==> src/rtl/pio_pkg.sv <==
// Shared definitions for the PIO block and its configuration sequencer:
// action codes presented on the PIO action port and the sequencer states.
package pio_pkg;

    // PIO action codes
    localparam logic [3:0] ACT_NONE  = 4'd0;
    localparam logic [3:0] ACT_INSTR = 4'd1;
    localparam logic [3:0] ACT_PEND  = 4'd2;
    localparam logic [3:0] ACT_RST   = 4'd3;
    localparam logic [3:0] ACT_IMM   = 4'd4;
    localparam logic [3:0] ACT_GRPS  = 4'd5;
    localparam logic [3:0] ACT_EN    = 4'd6;
    localparam logic [3:0] ACT_DIV   = 4'd7;
    localparam logic [3:0] ACT_PUSH  = 4'd8;
    localparam logic [3:0] ACT_PULL  = 4'd9;
    localparam logic [3:0] ACT_PINS  = 4'd10;
    localparam logic [3:0] ACT_DIRS  = 4'd11;
    localparam logic [3:0] ACT_IDIRS = 4'd12;

    // Instruction memory address width
    localparam int PROG_AW = 5;

    // Configuration sequencer states
    typedef enum logic [2:0] {
        ST_IDLE  = 3'd0,
        ST_FETCH = 3'd1,
        ST_LOAD  = 3'd2,
        ST_PEND  = 3'd3,
        ST_DIV   = 3'd4,
        ST_GRPS  = 3'd5,
        ST_EN    = 3'd6,
        ST_DONE  = 3'd7
    } seq_state_t;

endpackage

==> src/rtl/pio_cfg_seq_if.sv <==
// PIO action port: one action code plus its instruction index, machine
// index and data word. The sequencer drives it, the PIO consumes it.
interface pio_cfg_seq_if;
    import pio_pkg::*;

    logic [3:0]         action;
    logic [PROG_AW-1:0] index;
    logic [1:0]         mindex;
    logic [31:0]        din;

    modport master (output action, output index, output mindex, output din);
    modport slave  (input  action, input  index, input  mindex, input  din);

endinterface

==> src/rtl/pio_cfg_seq.sv <==
// Configuration sequencer for one PIO instance. On start it latches the
// configuration, streams plen instructions from an external synchronous ROM
// into the PIO, then issues PEND, DIV, GRPS and optionally EN actions for
// the selected state machine. abort returns to IDLE at any point.
module pio_cfg_seq
    import pio_pkg::*;
#(
    parameter int PROG_DEPTH = 32,
    parameter int ROM_LAT    = 1
) (
    input  logic                 clk,
    input  logic                 reset_n,
    input  logic                 start,
    input  logic                 abort,
    input  logic [1:0]           cfg_mindex,
    input  logic [5:0]           cfg_plen,
    input  logic [31:0]          cfg_exec,
    input  logic [23:0]          cfg_div,
    input  logic [31:0]          cfg_grps,
    input  logic                 cfg_en,
    output logic [PROG_AW-1:0]   prog_addr,
    input  logic [15:0]          prog_data,
    pio_cfg_seq_if.master        pio,
    output logic                 busy,
    output logic                 done,
    output logic                 aborted
);

    localparam logic [5:0] PLEN_MAX = 6'(PROG_DEPTH);

    seq_state_t         state_q, state_d;

    // Shadow copies of the configuration, captured on start
    logic [5:0]         plen_q, plen_d;
    logic [31:0]        exec_q, exec_d;
    logic [23:0]        div_q, div_d;
    logic [31:0]        grps_q, grps_d;
    logic               en_q, en_d;

    // Registered outputs
    logic [3:0]         action_q, action_d;
    logic [PROG_AW-1:0] index_q, index_d;
    logic [1:0]         mindex_q, mindex_d;
    logic [31:0]        din_q, din_d;
    logic [PROG_AW-1:0] prog_addr_q, prog_addr_d;
    logic               busy_q, busy_d;
    logic               done_q, done_d;
    logic               aborted_q, aborted_d;

    logic [5:0]         plen_clamped;

    assign plen_clamped = (cfg_plen > PLEN_MAX) ? PLEN_MAX : cfg_plen;

    // Next state, shadow capture, then output decode of the state being entered
    always_comb begin
        state_d     = state_q;
        plen_d      = plen_q;
        exec_d      = exec_q;
        div_d       = div_q;
        grps_d      = grps_q;
        en_d        = en_q;
        mindex_d    = mindex_q;
        index_d     = index_q;
        prog_addr_d = prog_addr_q;
        action_d    = ACT_NONE;
        din_d       = 32'h0;
        busy_d      = 1'b0;
        done_d      = 1'b0;
        aborted_d   = 1'b0;

        case (state_q)
            ST_IDLE: begin
                if (start) begin
                    plen_d   = plen_clamped;
                    exec_d   = cfg_exec;
                    div_d    = cfg_div;
                    grps_d   = cfg_grps;
                    en_d     = cfg_en;
                    mindex_d = cfg_mindex;
                    index_d  = '0;
                    state_d  = (plen_clamped == 6'd0) ? ST_PEND : ST_FETCH;
                end
            end
            ST_FETCH: begin
                // index counts ROM priming cycles here; LOAD restarts it at 0
                if (int'(index_q) >= ROM_LAT - 1) begin
                    state_d = ST_LOAD;
                    index_d = '0;
                end else begin
                    index_d = index_q + 5'd1;
                end
            end
            ST_LOAD: begin
                if ({1'b0, index_q} == plen_q - 6'd1) begin
                    state_d = ST_PEND;
                end else begin
                    index_d = index_q + 5'd1;
                end
            end
            ST_PEND: state_d = ST_DIV;
            ST_DIV:  state_d = ST_GRPS;
            ST_GRPS: state_d = en_q ? ST_EN : ST_DONE;
            ST_EN:   state_d = ST_DONE;
            ST_DONE: state_d = ST_IDLE;
            default: state_d = ST_IDLE;
        endcase

        if ((state_q != ST_IDLE) && abort) begin
            state_d   = ST_IDLE;
            aborted_d = 1'b1;
        end

        case (state_d)
            ST_FETCH: begin
                busy_d      = 1'b1;
                prog_addr_d = '0;
            end
            ST_LOAD: begin
                // Address for the next beat goes out with the current beat
                action_d    = ACT_INSTR;
                busy_d      = 1'b1;
                prog_addr_d = index_d + 5'd1;
            end
            ST_PEND: begin
                action_d = ACT_PEND;
                din_d    = exec_d;
                busy_d   = 1'b1;
            end
            ST_DIV: begin
                action_d = ACT_DIV;
                din_d    = {8'h0, div_d};
                busy_d   = 1'b1;
            end
            ST_GRPS: begin
                action_d = ACT_GRPS;
                din_d    = grps_d;
                busy_d   = 1'b1;
            end
            ST_EN: begin
                action_d = ACT_EN;
                din_d    = 32'h1 << mindex_d;
                busy_d   = 1'b1;
            end
            ST_DONE: begin
                done_d = 1'b1;
            end
            default: ;
        endcase
    end

    // State, shadow and output registers
    always_ff @(posedge clk or negedge reset_n) begin
        if (!reset_n) begin
            state_q     <= ST_IDLE;
            plen_q      <= '0;
            exec_q      <= '0;
            div_q       <= '0;
            grps_q      <= '0;
            en_q        <= 1'b0;
            action_q    <= ACT_NONE;
            index_q     <= '0;
            mindex_q    <= '0;
            din_q       <= '0;
            prog_addr_q <= '0;
            busy_q      <= 1'b0;
            done_q      <= 1'b0;
            aborted_q   <= 1'b0;
        end else begin
            state_q     <= state_d;
            plen_q      <= plen_d;
            exec_q      <= exec_d;
            div_q       <= div_d;
            grps_q      <= grps_d;
            en_q        <= en_d;
            action_q    <= action_d;
            index_q     <= index_d;
            mindex_q    <= mindex_d;
            din_q       <= din_d;
            prog_addr_q <= prog_addr_d;
            busy_q      <= busy_d;
            done_q      <= done_d;
            aborted_q   <= aborted_d;
        end
    end

    // During LOAD the instruction word comes straight from the ROM output register
    assign pio.din    = (state_q == ST_LOAD) ? {16'h0, prog_data} : din_q;
    assign pio.action = action_q;
    assign pio.index  = index_q;
    assign pio.mindex = mindex_q;
    assign prog_addr  = prog_addr_q;
    assign busy       = busy_q;
    assign done       = done_q;
    assign aborted    = aborted_q;

endmodule

==> src/flat_wrapper.sv <==
// flat-port wrapper written by rule: the top's interface ports become plain ports
module pio_cfg_seq_flat import pio_pkg::*;
#(
    parameter int PROG_DEPTH = 32,
    parameter int ROM_LAT    = 1
)
  (clk, reset_n, start, abort, cfg_mindex, cfg_plen, cfg_exec, cfg_div, cfg_grps, cfg_en, prog_addr, prog_data, busy, done, aborted, pio_action, pio_index, pio_mindex, pio_din);
  pio_cfg_seq_if pio_i ();
  input  logic clk;
  input  logic reset_n;
  input  logic start;
  input  logic abort;
  input  logic [1:0] cfg_mindex;
  input  logic [5:0] cfg_plen;
  input  logic [31:0] cfg_exec;
  input  logic [23:0] cfg_div;
  input  logic [31:0] cfg_grps;
  input  logic cfg_en;
  output logic [PROG_AW-1:0] prog_addr;
  input  logic [15:0] prog_data;
  output logic busy;
  output logic done;
  output logic aborted;
  output wire logic [$bits(pio_i.action)-1:0] pio_action;
  output wire logic [$bits(pio_i.index)-1:0] pio_index;
  output wire logic [$bits(pio_i.mindex)-1:0] pio_mindex;
  output wire logic [$bits(pio_i.din)-1:0] pio_din;
  assign pio_action = pio_i.action;
  assign pio_index = pio_i.index;
  assign pio_mindex = pio_i.mindex;
  assign pio_din = pio_i.din;
  pio_cfg_seq #(.PROG_DEPTH(PROG_DEPTH), .ROM_LAT(ROM_LAT)) u_core (.clk(clk), .reset_n(reset_n), .start(start), .abort(abort), .cfg_mindex(cfg_mindex), .cfg_plen(cfg_plen), .cfg_exec(cfg_exec), .cfg_div(cfg_div), .cfg_grps(cfg_grps), .cfg_en(cfg_en), .prog_addr(prog_addr), .prog_data(prog_data), .pio(pio_i), .busy(busy), .done(done), .aborted(aborted));
endmodule
==> config.mk <==
export PLATFORM = sky130hd
export DESIGN_NAME = pio_cfg_seq_flat
export DESIGN_NICKNAME = d
export VERILOG_FILES = /design/src/rtl/pio_pkg.sv /design/src/rtl/pio_cfg_seq_if.sv /design/src/rtl/pio_cfg_seq.sv /design/src/flat_wrapper.sv
export SDC_FILE = /design/constraint.sdc
export NUM_CORES = 1
export LEC_CHECK = 0
export ABC_AREA = 1
export CORE_AREA = 4 4 143 145
export CTS_CLUSTER_SIZE = 14
export DETAILED_ROUTE_END_ITERATION = 10
export DIE_AREA = 0 0 147 149
export PLACE_DENSITY = 0.6
export SYNTH_ARGS = -nofsm -noshare
export SYNTH_HDL_FRONTEND = slang
export SYNTH_SLANG_ARGS = --single-unit
==> constraint.sdc <==
create_clock -name clk -period 2.7 [get_ports clk]
set_clock_uncertainty 0.05 [all_clocks]
set_input_delay 0.81 -clock clk [delete_from_list [all_inputs] [get_ports clk]]
set_output_delay 0.81 -clock clk [all_outputs]
set_load 0.01 [all_outputs]
==> run_results.csv <==
group,metric,value,unit
global_route,grt_max_degree,54,
setup_path,critPathLaunchType,"flip-flop",
yosys,synth_cell_types,31,
cells_and_area,area.growth.synth_to_final,44.5,%
global_route,grt_pass1_vias,5863,
global_route,gr-total-overflow,0,
drt,route.detailed.drc,0,
yosys,synth_top_area_share,54.8,%
sta,hold_violations,0,
yosys,syn_avg_cell_area,8.22,sq um
sta,rsz0062_at_grt,"false",
placed_design,port_buffers,166,
clock_tree,h-tree-depth,4,
global_route,antenna_found_initial,0,
setup_path,reg2reg_slack,0.40,ns
cells_and_area,diodes,0,
clock_tree,cts_tree,"done",
drt,vias_per_cell,4.47,
power,power_density,1060,mW/mm^2
placed_design,dpl.hpwl,13500,um
cells_and_area,final_cells,1302,
clock_tree,numCtsBuffers,17,
placed_design,gp_congestion,0.810,
die,dieArea,0.0219,sq mm
drt,postRouteAntennaNets,0,
drt,wire_per_inst,14.1,um
die,ios,168,
cells_and_area,stdcell_area,0.00977,sq mm
yosys,synth_edf_count,0,
yosys,synthArstFlopShare,100,%
power,peakVddDrop,0.620,mV
global_route,grt_pass1_wl,30000,um
yosys,yosys_warnings,0,
die,rows,51,
power,p_leak,0.00507,uW
die,die_h,149,um
setup_path,required,1.84,ns
clock_tree,clock-root-buffer,"clkbuf_16",
sta,fin_crit,2.60,ns
yosys,synth.area.top_cells,"dfrtp_1, nand2_1, nand3_1",
cells_and_area,drive_gt1_share,15.4,%
yosys,synthesis.area,0.00676,sq mm
yosys,ys_ff_latch,148,
sta,post-route-period-util,96.4,%
clock_tree,cts_buffer_depth,2,
clock_tree,clk_pin_slew,0.06,ns
cells_and_area,design.final.nets,1144,
hold_path,min-delay-path-class,"input port to asynchronous set/reset pin",
die,die_w,147,um
drt,vias,5826,
run_status,status,"completed",
die,core_area,0.0192,sq mm
setup_path,cp.arrival,1.74,ns
yosys,synthFlopType,"dfrtp_1",
clock_tree,cts_sinks,148,
setup_path,path_class,"flip-flop to primary output",
sta,tns,0,ns
yosys,synthesis.instances,822,
setup_path,path_max_fanout,4,
sta,final-max-slew-violation-count,0,
setup_path,endpoint_kind,"primary output",
yosys,yosysSeqAreaShare,54.8,%
drt,drtPass1Iterations,4,
drt,drt_iter0_drc,321,
clock_tree,clock_insertion_delay_worst_skew,0.42,ns
die,start_util,35.2,%
sta,finalSetupViolCount,0,
placed_design,placed_area,0.00911,sq mm
run,drv_cap,0,
sta,fmax,0.384,GHz
yosys,synth.net_count,942,
yosys,yosysTopAreaCell,"dfrtp_1",
drt,routed_wirelength,18400,um
global_route,grt_usage,17.2,%
placed_design,placedCellCount,1267,
[synth_stat cells (3+ instances only)]
cell      number
nand3b_1       4
ha_1           3
nor2_2         4
or2_2          9
buf_1          6
nand3_1       58
dfrtp_1      148
clkbuf_1      15
nand2_1      390
xnor2_1        3
nor2_1        24
inv_1         46
nor2_4         3
buf_2         10
inv_2          9
nand2_2       21
o21ai_0       25
nand4_1        3
nand3_2       23
[through the flow]
step,setup WS (ns),total power (uW),utilization (%),hold WS (ns)
finish,0.0973,10400,50.8,0.243
global placement,-0.225,7830,47.4,0.401
CTS,0.0106,10400,50.8,0.249
floorplan,0.424,5910,-,0.388
detailed placement,-0.207,7890,47.4,0.405
global route,0.00761,11100,50.8,0.253
[layout make-up]
class / instances / area, sq um
Clock inverter: 10 / 169
Tap cell: 265 / 332
Fill cell: 1830 / 9440
Inverter: 56 / 218
Multi-Input combinational cell: 583 / 2670
Timing Repair Buffer: 218 / 2190
Clock buffer: 22 / 484
Sequential cell: 148 / 3700
[layer usage]
metal,vias to the layer above,routed length (um),global-route usage (%)
met5,-,0,0
met4,0,204,4.52
met3,18,1150,4.80
met2,145,8520,28.1
met1,2709,8540,22.8
li1,2954,-,-
[power breakdown]
part | internal [uW] | switching, uW
Clock | 1650 | 941
Combinational | 1780 | 2550
Sequential | 3130 | 306
[worst paths after layout]
path | startpoint | to | cells past startpoint
setup / recovery | u_core.state_q[0] | pio_din[4] | 8
hold / removal | reset_n | u_core.grps_q[29] | 1
setup reg to reg | u_core.plen_q[0] | u_core.prog_addr[2] | 12
hold reg to reg | u_core.div_q[4] | u_core.div_q[4] | 2
max in group asynchronous | reset_n | u_core.grps_q[27] | 2
min in group clk | u_core.div_q[4] | u_core.div_q[4] | 2
[worst max-delay path: stages, from the launching register on]
cell and delay (ns):
dfrtp_1 0.41, nor2_1 0.12, nand2_2 0.10, inv_4 0.10
buf_4 0.10, buf_4 0.12, nand2_1 0.08, nand2_1 0.08
clkdlybuf4s15_2 0.22
[cell families (layout without fill, tap and decap cells)]
| kind of cell | count (synthesis) | in the layout | share of synthesized area (%) |
|---|---|---|---|
| simple gates | 545 | 545 | 35.7 |
| flops | 148 | 148 | 54.8 |
| buf+inv | 91 | 306 | 5.90 |
| compound gates | 29 | 29 | 2.31 |
| xor+xnor | 5 | 5 | 0.648 |
| fa+ha+maj | 3 | 3 | 0.555 |
| other cells | 1 | 1 | 0.0555 |
[state kept, by name, summed over array words and instances, names as in the netlist]
signal and cells:
u_core.en_q 1, u_core.state_q 3, u_core.plen_q 6, u_core.aborted 1, u_core.prog_addr 5, u_core.grps_q 32, u_core.pio.index 5, u_core.exec_q 32
u_core.din_q 32, u_core.done 1, u_core.pio.action 3, u_core.pio.mindex 2, u_core.div_q 24, u_core.busy 1
[what timing repair did]
| action | in CTS | in global routing |
|---|---|---|
| resized for setup | 38 | 2 |
| setup buffers | 2 | 1 |
| setup endpoints to repair | 32 | 5 |
| pin swaps | 0 | 1 |
| gates cloned | 0 | 0 |
| hold buffers | 0 | 0 |
[placed cells by master (no fill, tap or decap), types with 5 or more instances in the layout]
| master | n |
|---|---|
| inv_1 | 45 |
| nand2_1 | 389 |
| nor2_1 | 24 |
| buf_12 | 13 |
| clkbuf_16 | 17 |
| inv_2 | 9 |
| buf_4 | 36 |
| dlygate4sd2_1 | 31 |
| or2_2 | 9 |
| clkdlybuf4s50_1 | 133 |
| dfrtp_1 | 148 |
| nand3_1 | 58 |
| nor2_4 | 5 |
| o21ai_0 | 25 |
| nand2_2 | 22 |
| nand3_2 | 23 |
Power figures use the tool's default switching activity.
